===== src/rtl/alu_mdu_pkg.sv =====
// alu_mdu_pkg: operation codes and iterative-unit state codes shared by the
// EX-stage ALU and its multiply/divide unit.
// Optional feature macro: ALU_MDU_MULDIV_EN (iterative multiply/divide, HI/LO).
package alu_mdu_pkg;

  localparam int OP_W = 5;

  typedef enum logic [OP_W-1:0] {
    OP_ADD   = 5'd0,
    OP_ADDU  = 5'd1,
    OP_SUB   = 5'd2,
    OP_SUBU  = 5'd3,
    OP_AND   = 5'd4,
    OP_OR    = 5'd5,
    OP_XOR   = 5'd6,
    OP_NOR   = 5'd7,
    OP_SLT   = 5'd8,
    OP_SLTU  = 5'd9,
    OP_SLL   = 5'd10,
    OP_SRL   = 5'd11,
    OP_SRA   = 5'd12,
    OP_MULT  = 5'd13,
    OP_MULTU = 5'd14,
    OP_DIV   = 5'd15,
    OP_DIVU  = 5'd16,
    OP_MFHI  = 5'd17,
    OP_MFLO  = 5'd18
  } op_e;

  // Iterative unit states; kept as plain constants for older tool flows.
  typedef logic [1:0] mdu_state_t;
  localparam mdu_state_t ST_IDLE = 2'd0;
  localparam mdu_state_t ST_RUN  = 2'd1;
  localparam mdu_state_t ST_DONE = 2'd2;

  // True for the ops that go through the multi-cycle unit.
  function automatic logic is_iter_op(input logic [OP_W-1:0] op);
    return (op == OP_MULT) || (op == OP_MULTU) || (op == OP_DIV) || (op == OP_DIVU);
  endfunction

endpackage


===== src/rtl/alu_mdu_seq.sv =====
// alu_mdu_seq: iterative multiply (shift-add) / divide (restoring) unit with
// its own HI/LO registers. One bit per cycle, BUS_WIDTH iterations.
// Only built when ALU_MDU_MULDIV_EN is defined.
`ifdef ALU_MDU_MULDIV_EN
import alu_mdu_pkg::*;

module alu_mdu_seq #(
  parameter int BUS_WIDTH = 32
) (
  input  logic                 clk,
  input  logic                 rst_n,
  input  logic                 start,
  input  logic [4:0]           op,
  input  logic [BUS_WIDTH-1:0] a,
  input  logic [BUS_WIDTH-1:0] b,
  output logic                 busy,
  output logic                 fin,
  output logic [BUS_WIDTH-1:0] fin_lo,
  output logic [BUS_WIDTH-1:0] hi,
  output logic [BUS_WIDTH-1:0] lo
);
  localparam int W  = BUS_WIDTH;
  localparam int CW = $clog2(BUS_WIDTH + 1);

  mdu_state_t    state_reg;
  logic [CW-1:0] cnt_reg;
  logic          is_div_reg, neg_q_reg, neg_r_reg, div0_reg;
  logic [W-1:0]  m_reg, acc_reg, sh_reg, a_reg, hi_reg, lo_reg;

  // Operand decode at accept: signed ops work on magnitudes.
  logic         op_div, op_signed, a_neg, b_neg;
  logic [W-1:0] a_mag, b_mag;
  assign op_div    = (op == OP_DIV) || (op == OP_DIVU);
  assign op_signed = (op == OP_MULT) || (op == OP_DIV);
  assign a_neg     = op_signed & a[W-1];
  assign b_neg     = op_signed & b[W-1];
  assign a_mag     = a_neg ? -a : a;
  assign b_mag     = b_neg ? -b : b;

  logic [W:0]     add_sum, div_trial;
  logic [W-1:0]   div_diff, acc_step, sh_step, hi_fin, lo_fin;
  logic           div_ge;
  logic [2*W-1:0] prod_step, prod_signed;

  // One iteration of the datapath plus sign fix-up for the final result.
  // acc holds product-high / partial remainder, sh holds multiplier / dividend-quotient.
  always_comb begin
    add_sum     = {1'b0, acc_reg} + (sh_reg[0] ? {1'b0, m_reg} : '0);
    div_trial   = {acc_reg, sh_reg[W-1]};
    div_ge      = (div_trial >= {1'b0, m_reg});
    // Only taken when trial >= divisor, so the difference fits in W bits.
    div_diff    = div_trial[W-1:0] - m_reg;
    if (is_div_reg) begin
      acc_step = div_ge ? div_diff : div_trial[W-1:0];
      sh_step  = {sh_reg[W-2:0], div_ge};
    end else begin
      acc_step = add_sum[W:1];
      sh_step  = {add_sum[0], sh_reg[W-1:1]};
    end
    prod_step   = {acc_step, sh_step};
    prod_signed = neg_q_reg ? -prod_step : prod_step;
    hi_fin      = prod_signed[2*W-1:W];
    lo_fin      = prod_signed[W-1:0];
    if (is_div_reg) begin
      if (div0_reg) begin
        hi_fin = a_reg;
        lo_fin = '1;
      end else begin
        // MIN / -1 falls out naturally: magnitude 2^(W-1) reads back as MIN, rem 0.
        lo_fin = neg_q_reg ? -sh_step : sh_step;
        hi_fin = neg_r_reg ? -acc_step : acc_step;
      end
    end
  end

  assign busy   = (state_reg == ST_RUN);
  assign fin    = (state_reg == ST_RUN) && (cnt_reg == CW'(1));
  assign fin_lo = lo_fin;
  assign hi     = hi_reg;
  assign lo     = lo_reg;

  // FSM, counter and iteration registers. DONE also accepts a new op so the
  // earliest restart is the edge right after the result cycle.
  always_ff @(posedge clk or negedge rst_n) begin
    if (!rst_n) begin
      state_reg  <= ST_IDLE;
      cnt_reg    <= '0;
      is_div_reg <= 1'b0;
      neg_q_reg  <= 1'b0;
      neg_r_reg  <= 1'b0;
      div0_reg   <= 1'b0;
      m_reg      <= '0;
      acc_reg    <= '0;
      sh_reg     <= '0;
      a_reg      <= '0;
      hi_reg     <= '0;
      lo_reg     <= '0;
    end else begin
      case (state_reg)
        ST_RUN: begin
          acc_reg <= acc_step;
          sh_reg  <= sh_step;
          cnt_reg <= cnt_reg - 1'b1;
          if (cnt_reg == CW'(1)) begin
            hi_reg    <= hi_fin;
            lo_reg    <= lo_fin;
            state_reg <= ST_DONE;
          end
        end
        default: begin
          if (start) begin
            state_reg  <= ST_RUN;
            cnt_reg    <= CW'(W);
            is_div_reg <= op_div;
            neg_q_reg  <= a_neg ^ b_neg;
            neg_r_reg  <= a_neg;
            div0_reg   <= op_div && (b == '0);
            m_reg      <= op_div ? b_mag : a_mag;
            sh_reg     <= op_div ? a_mag : b_mag;
            acc_reg    <= '0;
            a_reg      <= a;
          end else begin
            state_reg  <= ST_IDLE;
          end
        end
      endcase
    end
  end

endmodule
`endif


===== src/rtl/alu_mdu.sv =====
// alu_mdu: EX-stage integer ALU with registered result and flags, plus an
// optional iterative multiply/divide unit behind the in_valid/in_ready handshake.
// Optional feature macro: ALU_MDU_MULDIV_EN.
import alu_mdu_pkg::*;

module alu_mdu #(
  parameter int BUS_WIDTH = 32
) (
  input  logic                 clk,
  input  logic                 rst_n,
  input  logic                 in_valid,
  output logic                 in_ready,
  input  logic [4:0]           op,
  input  logic [BUS_WIDTH-1:0] A,
  input  logic [BUS_WIDTH-1:0] B,
  output logic                 out_valid,
  output logic [BUS_WIDTH-1:0] C,
  output logic                 fg_zero,
  output logic                 fg_ovf,
  output logic                 busy
);
  localparam int W  = BUS_WIDTH;
  localparam int SW = $clog2(BUS_WIDTH);

  logic          accept, iter_op, mdu_busy, mdu_fin;
  logic [W-1:0]  fin_lo, sum_ab, dif_ab, res_next;
  logic          ovf_next;
  logic [SW-1:0] shamt;
  logic [W-1:0]  c_reg;
  logic          valid_reg, zero_reg, ovf_reg;

`ifdef ALU_MDU_MULDIV_EN
  logic [W-1:0] hi_val, lo_val;
  assign iter_op = is_iter_op(op);
  alu_mdu_seq #(.BUS_WIDTH(BUS_WIDTH)) u_seq (
    .clk    (clk),
    .rst_n  (rst_n),
    .start  (accept && iter_op),
    .op     (op),
    .a      (A),
    .b      (B),
    .busy   (mdu_busy),
    .fin    (mdu_fin),
    .fin_lo (fin_lo),
    .hi     (hi_val),
    .lo     (lo_val)
  );
`else
  assign iter_op  = 1'b0;
  assign mdu_busy = 1'b0;
  assign mdu_fin  = 1'b0;
  assign fin_lo   = '0;
`endif

  assign busy     = mdu_busy;
  assign in_ready = !mdu_busy;
  assign accept   = in_valid && in_ready;
  assign sum_ab   = A + B;
  assign dif_ab   = A - B;
  assign shamt    = B[SW-1:0];

  // Single-cycle result and overflow; unknown codes produce zero.
  always_comb begin
    res_next = '0;
    ovf_next = 1'b0;
    case (op)
      OP_ADD: begin
        res_next = sum_ab;
        ovf_next = (A[W-1] == B[W-1]) && (sum_ab[W-1] != A[W-1]);
      end
      OP_ADDU: res_next = sum_ab;
      OP_SUB: begin
        res_next = dif_ab;
        ovf_next = (A[W-1] != B[W-1]) && (dif_ab[W-1] != A[W-1]);
      end
      OP_SUBU: res_next = dif_ab;
      OP_AND:  res_next = A & B;
      OP_OR:   res_next = A | B;
      OP_XOR:  res_next = A ^ B;
      OP_NOR:  res_next = ~(A | B);
      OP_SLT:  res_next = {{(W-1){1'b0}}, ($signed(A) < $signed(B))};
      OP_SLTU: res_next = {{(W-1){1'b0}}, (A < B)};
      OP_SLL:  res_next = A << shamt;
      OP_SRL:  res_next = A >> shamt;
      OP_SRA:  res_next = $unsigned($signed(A) >>> shamt);
`ifdef ALU_MDU_MULDIV_EN
      OP_MFHI: res_next = hi_val;
      OP_MFLO: res_next = lo_val;
`endif
      default: res_next = '0;
    endcase
  end

  // Result register: zero flag comes from the very value being written to C.
  always_ff @(posedge clk or negedge rst_n) begin
    if (!rst_n) begin
      c_reg     <= '0;
      zero_reg  <= 1'b0;
      ovf_reg   <= 1'b0;
      valid_reg <= 1'b0;
    end else if (accept && !iter_op) begin
      c_reg     <= res_next;
      zero_reg  <= (res_next == '0);
      ovf_reg   <= ovf_next;
      valid_reg <= 1'b1;
    end else if (mdu_fin) begin
      c_reg     <= fin_lo;
      zero_reg  <= (fin_lo == '0);
      ovf_reg   <= 1'b0;
      valid_reg <= 1'b1;
    end else begin
      valid_reg <= 1'b0;
    end
  end

  assign C         = c_reg;
  assign fg_zero   = zero_reg;
  assign fg_ovf    = ovf_reg;
  assign out_valid = valid_reg;

endmodule


===== config.mk =====
export PLATFORM = sky130hd
export DESIGN_NAME = alu_mdu
export DESIGN_NICKNAME = d
export VERILOG_FILES = /design/src/rtl/alu_mdu_pkg.sv /design/src/rtl/alu_mdu_seq.sv /design/src/rtl/alu_mdu.sv
export SDC_FILE = /design/constraint.sdc
export NUM_CORES = 1
export LEC_CHECK = 0
export BUFFER_PORTS_ARGS = -buffer_cell sky130_fd_sc_hd__buf_2
export CAP_MARGIN = 10
export CORE_UTILIZATION = 55
export DETAILED_ROUTE_END_ITERATION = 8
export GPL_ROUTABILITY_DRIVEN = 1
export MAX_ROUTING_LAYER = met4
export PLACE_DENSITY = 0.83
export REMOVE_ABC_BUFFERS = 1
export SLEW_MARGIN = 10
export SYNTH_ARGS = -nofsm -noshare
export SYNTH_HDL_FRONTEND = slang
export SYNTH_SLANG_ARGS = --single-unit

===== constraint.sdc =====
create_clock -name clk -period 1.2 [get_ports clk]
set_clock_uncertainty 0.15 [all_clocks]
set_input_delay 0 -clock clk [delete_from_list [all_inputs] [get_ports clk]]
set_output_delay 0 -clock clk [all_outputs]
set_load 0.03 [all_outputs]

==> results.yml, run 1 <==
status:
  status: "did not finish"
  lastStage: "5_1_grt"
  stop_error: "[ERROR GRT-0116] Global routing finished with congestion. Check the congestion regions in the DRC Viewer."
place:
  port_buffers: 106
  pre_cts_ws_ps: -3170
  dp_hpwl_mm: 48.0
  gp_congestion: 1.38
floorplan:
  die_w_um: 144
  start_util_pct: 56.6
  rows: 51
  pin_count: 109
  die_y_um: 144
global_route:
  grt_usage_pct: 97.3
  globalRouteOverflowTotal: 1067
  grt_max_degree: 58
  grt_pass1_vias: 22900
  grt_pass1_wl_mm: 147
logic_synthesis:
  syn_area_sq_um: 11100
  synth_top_family_by_area: "compound AO/OA/AOI/OAI gates"
  synth_fa_ha_area_share_pct: 11.3
  synthMuxAreaShare_pct: 16.5
  synth_edf_count: 0
  synth_cells: 1560
  synth-simple-area-share_pct: 21.9
  seq_area_frac_synth_pct: 7.90
  synth_compound_gate_area_share_pct: 32.4
  synth_cell_types: 90
  async_reset_ff_share_pct: 100
  synthFlopType: "dfrtp_1"
  yosysWarningCount: 0
  synth-xor-area-share_pct: 1.42
  ys_ff_latch: 35
  synth.avg_cell_area_sq_um: 7.10
cts:
  cts_sinks: 35
  numCtsBuffers: 5
  clockBufferDepth: 2
  h-tree-depth: 2
  root_buffer: "clkbuf_16"
-- logic make-up after synthesis --
| group | after synthesis |
|---|---|
| adders and majority gates | 99 |
| muxes | 134 |
| DFF | 35 |
| buffers and inverters | 228 |
| and+or+nand+nor | 512 |
| AOI/OAI and AO/OA | 532 |
| other | 2 |
| xor gates and xnor gates | 18 |
-- synthesized netlist by cell type, drive strengths merged, types with 38 or more instances --
| cell type | number | area (sq um) |
|---|---|---|
| a21oi | 127 | 639 |
| nor2 | 155 | 582 |
| nand3 | 38 | 190 |
| nor3 | 40 | 200 |
| clkbuf | 85 | 319 |
| mux2i | 66 | 661 |
| inv | 101 | 379 |
| a211oi | 42 | 325 |
| ha | 97 | 1210 |
| nand2 | 147 | 552 |
| o21ai | 101 | 505 |
| buf | 39 | 233 |
-- per-layer routing --
layer  global-route usage [%]  GRT overflow
met5                        -             -
met3                     86.0           112
met2                      113           638
met1                     90.2            93
met4                      101           224
-- through the flow --
step / area (sq um) / cells
2_1_floorplan: 10500 / 1436
3_5_place_dp: 15900 / 2393
3_3_place_gp: 15900 / 2393
4_1_cts: 18000 / 2456
-- what timing repair did --
item                                    CTS
endpoints found under the setup margin   34
cloned                                    2
hold endpoints to repair                 35
setup buffers                            61
gates resized for setup                 332
pin swaps                               103
hold buffers                              1
==> run 2: changes to the inputs <==
--- a/config.mk
+++ b/config.mk
@@ -7,11 +7,10 @@
 export LEC_CHECK = 0
 export BUFFER_PORTS_ARGS = -buffer_cell sky130_fd_sc_hd__buf_2
 export CAP_MARGIN = 10
-export CORE_UTILIZATION = 55
+export CORE_UTILIZATION = 40
 export DETAILED_ROUTE_END_ITERATION = 8
 export GPL_ROUTABILITY_DRIVEN = 1
-export MAX_ROUTING_LAYER = met4
-export PLACE_DENSITY = 0.83
+export PLACE_DENSITY_LB_ADDON = 0.15
 export REMOVE_ABC_BUFFERS = 1
 export SLEW_MARGIN = 10
 export SYNTH_ARGS = -nofsm -noshare
==> results.yml, run 2 <==
logic_synthesis:
  synth_cell_types: 90
  synth_largest_area_cell: "ha_1"
  synthFlopType: "dfrtp_1"
  synth.avg_cell_area_sq_um: 7.10
  async_reset_ff_share_pct: 100
  seq_area_frac_synth_pct: 7.90
  synthMuxAreaShare_pct: 16.5
  synth_compound_gate_area_share_pct: 32.4
  syn_area_sq_um: 11100
  yosysWarningCount: 0
  yosys.area.top_type_share_pct: 11.0
  synth_cells: 1560
  ys_ff_latch: 35
  synth_fa_ha_area_share_pct: 11.3
  synth-simple-area-share_pct: 21.9
  synth_common_cells: "155 x nor2_1, 147 x nand2_1, 126 x a21oi_1"
  synth-xor-area-share_pct: 1.42
  synthTopCellsByArea: "ha_1 11%, dfrtp_1 7.9%, mux4_2 6.9%, mux2i_1 6.0%, a21oi_1 5.7%"
  yosysMostFrequentCell: "nor2_1"
  synth_edf_count: 0
  synth_top_family_by_area: "compound AO/OA/AOI/OAI gates"
pwr:
  p_int_mw: 6.74
  total_power_mw: 12.6
  p_switching_mw: 5.84
  switching_share_pct: 46.4
  p_seq_share_pct: 11.1
  clockPowerShare_pct: 12.4
  ir_drop_v: 0.000442
  p_comb_share_pct: 76.5
  p_per_area_nw_per_um2: 649
  power.leakage_nw: 8.87
critical_path:
  cp.arrival_ps: 3660
  crit_chain: "buf_12 -> ha_4 -> fa_2 -> a21o_1 -> a221o_1 -> a211oi_4 -> nor2_2 -> a221oi_2 -> o21ai_2 -> a2111o_1 -> a2111oi_4 -> nand3_1 -> or4_4 -> o32ai_2"
  path_max_fanout: 5
  critPathKind: "in2reg"
  critPathTopFamily: "compound AO/OA/AOI/OAI gates"
  slowest_delay_ps: 500
  endpoint_kind: "register"
  crit_buf_inv: 1
  cp.required_ps: 1250
  crit_slowest_cell: "or4_4"
  start_kind: "input pin"
drt:
  drt_iter0_markers: 1894
  vias: 16700
  drc: 0
  vias_per_cell: 6.29
  drt_pass1_iterations: 7
  ant_nets: 0
  wl_mm: 66.5
  avgRoutedWirePerCell_um: 25.1
sta:
  hold_violations: 0
  grt_setup_unrepaired: "yes"
  min_period_ps: 3610
  slew-limit-headroom_pct: 30.1
  finalMaxSlewViolations: 0
  post-route-period-util_pct: 301
  layout_setup_ws_ps: -2410
  timing.fmax_ghz: 0.277
  worst_pin_slew_ps: 1050
  setup_violations: 34
global_route:
  globalRouteOverflowTotal: 0
  grt_pass1_wl_mm: 94.7
  grt_antenna_before_repair: 2
  grt_max_degree: 53
  grt_usage_pct: 44.7
  grt_pass1_vias: 15400
cts:
  h-tree-depth: 2
  cts_sinks: 35
  root_buffer: "clkbuf_16"
  numCtsBuffers: 5
  clockBufferDepth: 2
  cts_tree: "done"
  clock_latency_ps: 290
  path_clk_slew_ps: 60
layout:
  nFillCells: 2241
  layout.nets: 2447
  final_layout_size_suffix_gt1_share_pct: 50.6
  utilization_pct: 71.5
  layout.cells.non_filler: 2650
  layout_commonest_cell: "buf_4"
  final_cell_mix: "658 x buf_4, 141 x nor2_1, 140 x nand2_1"
  area_growth_pct: 74.8
  largest_reg_flops: 32
job:
  timing.max_cap.violations: 0
place:
  pre_cts_ws_ps: -3170
  dp_cells: 2577
  port_buffers: 106
  gp_congestion: 1.10
  dp_hpwl_mm: 51.8
hold_path:
  worstHoldPathType: "in2async"
floorplan:
  die_y_um: 168
  start_util_pct: 40.9
  coreArea_sq_um: 27100
  die_w_um: 168
  rows: 60
  pin_count: 109
  die-area_sq_um: 28400
status:
  status: "finished, violations left"
  violations: "setup timing"
==> run 2: path summary, 6_finish.rpt <==
path	startpoint	end	slack, ps	cells past startpoint
max reg2reg	C[0]$_DFFE_PN0P_	C[0]$_DFFE_PN0P_	200	2
max in group asynchronous	rst_n	C[1]$_DFFE_PN0P_	40	3
max	B[0]	fg_zero$_DFFE_PN0P_	-2410	14
min	rst_n	C[7]$_DFFE_PN0P_	80	3
min reg2reg	C[6]$_DFFE_PN0P_	C[6]$_DFFE_PN0P_	340	2
min in group clk	A[31]	fg_ovf$_DFFE_PN0P_	140	5
==> run 2: through the flow <==
step | hold WS [ps] | setup TNS [ps] | cell area [sq um]
after floorplan | -446 | -71380 | 10500
after global placement | -305 | -64870 | 16600
after detailed placement | -295 | -65560 | 16600
final | 76.2 | -48280 | 19400
after global routing | 95.4 | -50970 | 19400
after CTS | 75.4 | -46130 | 18500
==> run 2: timing repair <==
| action | CTS | global route |
|---|---|---|
| pin swaps | 93 | 94 |
| hold buffers | 2 | 0 |
| endpoints found under the setup margin | 34 | 34 |
| buffers inserted | 42 | 32 |
| cloned | 3 | 2 |
| hold endpoints to repair | 35 | 0 |
| gates resized for setup | 289 | 154 |
==> run 2: power groups by stage <==
stage | registers, mW | clock network, mW | logic [mW]
finish | 1.39 | 1.56 | 9.63
global route | 1.41 | 1.60 | 10.0
CTS | 1.39 | 1.58 | 8.69
detailed placement | 1.41 | 0 | 7.77
global placement | 1.40 | 0 | 7.68
floorplan | 1.69 | 0 | 3.05
==> run 2: cell type report <==
class / count / area [sq um] / share of cell area (%)
antenna: 1 / 2.50 / 0.0129
clock buffer: 5 / 125 / 0.646
clock inverter: 3 / 43.8 / 0.226
inverter: 104 / 403 / 2.08
multi-input combinational: 1297 / 10900 / 56.2
sequential: 35 / 876 / 4.52
tap: 372 / 465 / 2.40
timing repair buffer: 833 / 6570 / 33.9
==> run 2: metal layers <==
metal | wire length [um] | GRT usage [%] | up-vias
li1 | - | - | 7303
met1 | 26100 | 58.4 | 7862
met2 | 28000 | 68.3 | 1203
met3 | 8250 | 11.3 | 291
met4 | 4090 | 22.1 | 2
met5 | 15 | 0 | -
==> run 2: logic make-up (layout without fill, tap and decap cells) <==
family,after synthesis,count (layout)
AO/OA/AOI/OAI,532,532
AND/OR/NAND/NOR,512,512
buffers and inverters,228,945
XOR/XNOR,18,18
multiplexers,134,134
other,2,3
adder cells (fa/ha/maj),99,99
flip-flops,35,35
==> run 2: worst reg2reg max path, stage by stage (launching register included) <==
cell and delay [ps]:
dfrtp_1 370, or2_2 270, o31a_1 100
Power figures use the tool's default switching activity.
==> run 3: changes to the inputs <==
--- a/config.mk
+++ b/config.mk
@@ -7,12 +7,15 @@
 export LEC_CHECK = 0
 export BUFFER_PORTS_ARGS = -buffer_cell sky130_fd_sc_hd__buf_2
 export CAP_MARGIN = 10
+export CORE_MARGIN = 1
 export CORE_UTILIZATION = 40
 export DETAILED_ROUTE_END_ITERATION = 8
 export GPL_ROUTABILITY_DRIVEN = 1
+export GPL_TIMING_DRIVEN = 0
 export PLACE_DENSITY_LB_ADDON = 0.15
 export REMOVE_ABC_BUFFERS = 1
 export SLEW_MARGIN = 10
 export SYNTH_ARGS = -nofsm -noshare
 export SYNTH_HDL_FRONTEND = slang
+export SYNTH_HIERARCHICAL = 1
 export SYNTH_SLANG_ARGS = --single-unit
==> results.yml, run 3 <==
sta:
  layout_setup_ws_ps: -2590
  worst_pin_slew_ps: 1120
  min_period_ps: 3790
  hold_violations: 0
  slew-limit-headroom_pct: 25.1
  setup_violations: 34
  timing.fmax_ghz: 0.264
  grt_setup_unrepaired: "yes"
  finalMaxSlewViolations: 0
  post-route-period-util_pct: 316
cts:
  cts_sinks: 35
  h-tree-depth: 2
  clockBufferDepth: 2
  clock_latency_ps: 280
  numCtsBuffers: 5
  root_buffer: "clkbuf_16"
  cts_tree: "done"
  path_clk_slew_ps: 60
hold_path:
  worstHoldPathType: "in2reg"
  min-delay-start: "B[4]"
  worstHoldEndpoint: "C[4]$_DFFE_PN0P_"
  min_path_cells: 3
global_route:
  grt_util_met1_pct: 53.7
  grt_util_met3_pct: 14.1
  grt_max_degree: 54
  grt_busiest_layer: "met2"
  grt_antenna_before_repair: 0
  grt_usage_pct: 40.9
  use_met2_pct: 59.1
  globalRouteOverflowTotal: 0
  grt_pass1_wl_mm: 86.7
  grt_pass1_vias: 13200
drt:
  drc: 0
  wl_mm: 60.7
  drt_iter0_markers: 1574
  vias: 14700
  drt_pass1_iterations: 6
  avgRoutedWirePerCell_um: 28.9
  vias_per_cell: 6.97
  ant_nets: 0
logic_synthesis:
  synth_cells: 1560
  yosysMostFrequentCell: "nor2_1"
  synth_common_cells: "155 x nor2_1, 147 x nand2_1, 126 x a21oi_1"
  synth_largest_area_cell: "ha_1"
  syn_area_sq_um: 11100
  synth-xor-area-share_pct: 1.42
  synth_edf_count: 0
  async_reset_ff_share_pct: 100
  synth-simple-area-share_pct: 21.9
  synthFlopType: "dfrtp_1"
  synth_fa_ha_area_share_pct: 11.3
  synth_compound_gate_area_share_pct: 32.4
  synthMuxAreaShare_pct: 16.5
  synth.avg_cell_area_sq_um: 7.10
  ys_ff_latch: 35
  yosysWarningCount: 6
  synth_top_family_by_area: "compound AO/OA/AOI/OAI gates"
  seq_area_frac_synth_pct: 7.90
  synthTopCellsByArea: "ha_1 11%, dfrtp_1 7.9%, mux4_2 6.9%, mux2i_1 6.0%, a21oi_1 5.7%"
  yosys.area.top_type_share_pct: 11.0
  synth_cell_types: 90
layout:
  area_growth_pct: 45.8
  layout.cells.non_filler: 2104
  final_layout_size_suffix_gt1_share_pct: 37.3
  layout.nets: 1902
  final_cell_mix: "137 x nand2_1, 137 x nor2_1, 114 x buf_4"
  antenna_cells: 0
  largest_reg_flops: 32
  design_area_sq_um: 16200
critical_path:
  cp.arrival_ps: 3830
  crit_buf_inv: 2
  start_kind: "input pin"
  r2r-start: "C[0]$_DFFE_PN0P_"
  endpoint_kind: "register"
  slowest_delay_ps: 500
  path_max_fanout: 7
  cp.required_ps: 1240
  crit_slowest_cell: "or4_4"
  ff2ff_setup_slack_ps: 180
  critPathTopFamily: "compound AO/OA/AOI/OAI gates"
  r2r_end: "C[0]$_DFFE_PN0P_"
  reg2reg_depth: 2
  critPathKind: "in2reg"
  crit_chain: "buf_16 -> ha_4 -> fa_2 -> nor2_4 -> o221ai_4 -> a31oi_4 -> o211ai_1 -> buf_4 -> nand2_4 -> a311oi_4 -> a2111o_1 -> a2111oi_2 -> nand3_1 -> or4_4 -> o32ai_2"
floorplan:
  die_y_um: 168
  coreArea_sq_um: 27100
  pin_count: 109
  rows: 60
  die_w_um: 168
  die-area_sq_um: 28400
  start_util_pct: 40.9
place:
  dp_hpwl_mm: 39.6
  gp_congestion: 1.01
  dp_cells: 1921
  placed_area_sq_um: 11700
  port_buffers: 106
pwr:
  p_switching_mw: 5.45
  switching_share_pct: 49.6
  clockPowerShare_pct: 12.6
  p_seq_share_pct: 12.7
  ir_drop_v: 0.000512
  p_int_mw: 5.53
  p_comb_share_pct: 74.7
  total_power_mw: 11.0
  power.leakage_nw: 6.55
  p_per_area_nw_per_um2: 679
status:
  status: "finished, violations left"
  violations: "setup timing"
job:
  timing.max_cap.violations: 0
-- run 3: cells by family (layout without fill, tap and decap cells) --
kind of cell             Yosys count  after routing
other                              2              2
multiplexers                     134            134
AO/OA/AOI/OAI                    532            532
adder cells (fa/ha/maj)           99             99
flip-flops                        35             35
AND/OR/NAND/NOR                  512            512
XOR/XNOR                          18             18
buffers and inverters            228            400
-- run 3: per-stage QoR --
step                      worst slack (ps)  utilization [%]  setup TNS (ps)  hold slack (ps)
after floorplan                      -3300                -          -71380             -446
after global placement               -6650             42.5         -161320            -37.4
after detailed placement             -5670             43.1         -129840            -24.1
after CTS                            -2610             54.6          -47070             6.88
after global routing                 -2700             59.6          -51410             10.5
final                                -2590             59.6          -49910             10.1
-- run 3: how the worst max path moves through the flow --
stage               depth (start not counted)             endpoint  start
CTS                                        14  fg_zero$_DFFE_PN0P_   B[0]
finish                                     15  fg_zero$_DFFE_PN0P_   B[0]
global route                               14  fg_zero$_DFFE_PN0P_   B[0]
global placement                           14  fg_zero$_DFFE_PN0P_   B[2]
detailed placement                         14  fg_zero$_DFFE_PN0P_   B[2]
floorplan                                  13  fg_zero$_DFFE_PN0P_   B[2]
-- run 3: repair_timing --
| action | in CTS | in global routing |
|---|---|---|
| endpoints found under the setup margin | 34 | 34 |
| endpoints found under the hold margin | 35 | 0 |
| pin swaps | 83 | 103 |
| resized for setup | 348 | 176 |
| hold buffers | 1 | 0 |
| setup buffers | 92 | 63 |
| gates cloned | 22 | 2 |
-- run 3: routing by layer --
metal,vias up,part of all wire [%],wire (um)
met5,-,0,0
met4,0,6.4,3890
met3,312,14,8770
met2,1208,40,24500
met1,6950,39,23600
li1,6205,-,-
-- run 3: worst min-delay path: stages --
cell     delay (ps)
buf_16          120
a21oi_2          90
o22a_1          180
-- run 3: final cells by class --
| type | instances | area [sq um] |
|---|---|---|
| Clock buffer | 7 | 153 |
| Clock inverter | 1 | 7.51 |
| Fill cell | 2430 | 10900 |
| Inverter | 104 | 467 |
| Multi-Input combinational cell | 1297 | 11300 |
| Sequential cell | 35 | 876 |
| Tap cell | 372 | 465 |
| Timing Repair Buffer | 285 | 2880 |
| Timing Repair inverter | 3 | 41.3 |
-- run 3: power groups by stage --
stage                     logic (mW)  registers, mW  clock network, mW
after floorplan                 3.05           1.69                  0
after global placement          5.41           1.41                  0
after detailed placement        5.45           1.41                  0
after CTS                       7.04           1.39               1.42
after global routing            8.49           1.41               1.46
final                           8.20           1.39               1.38
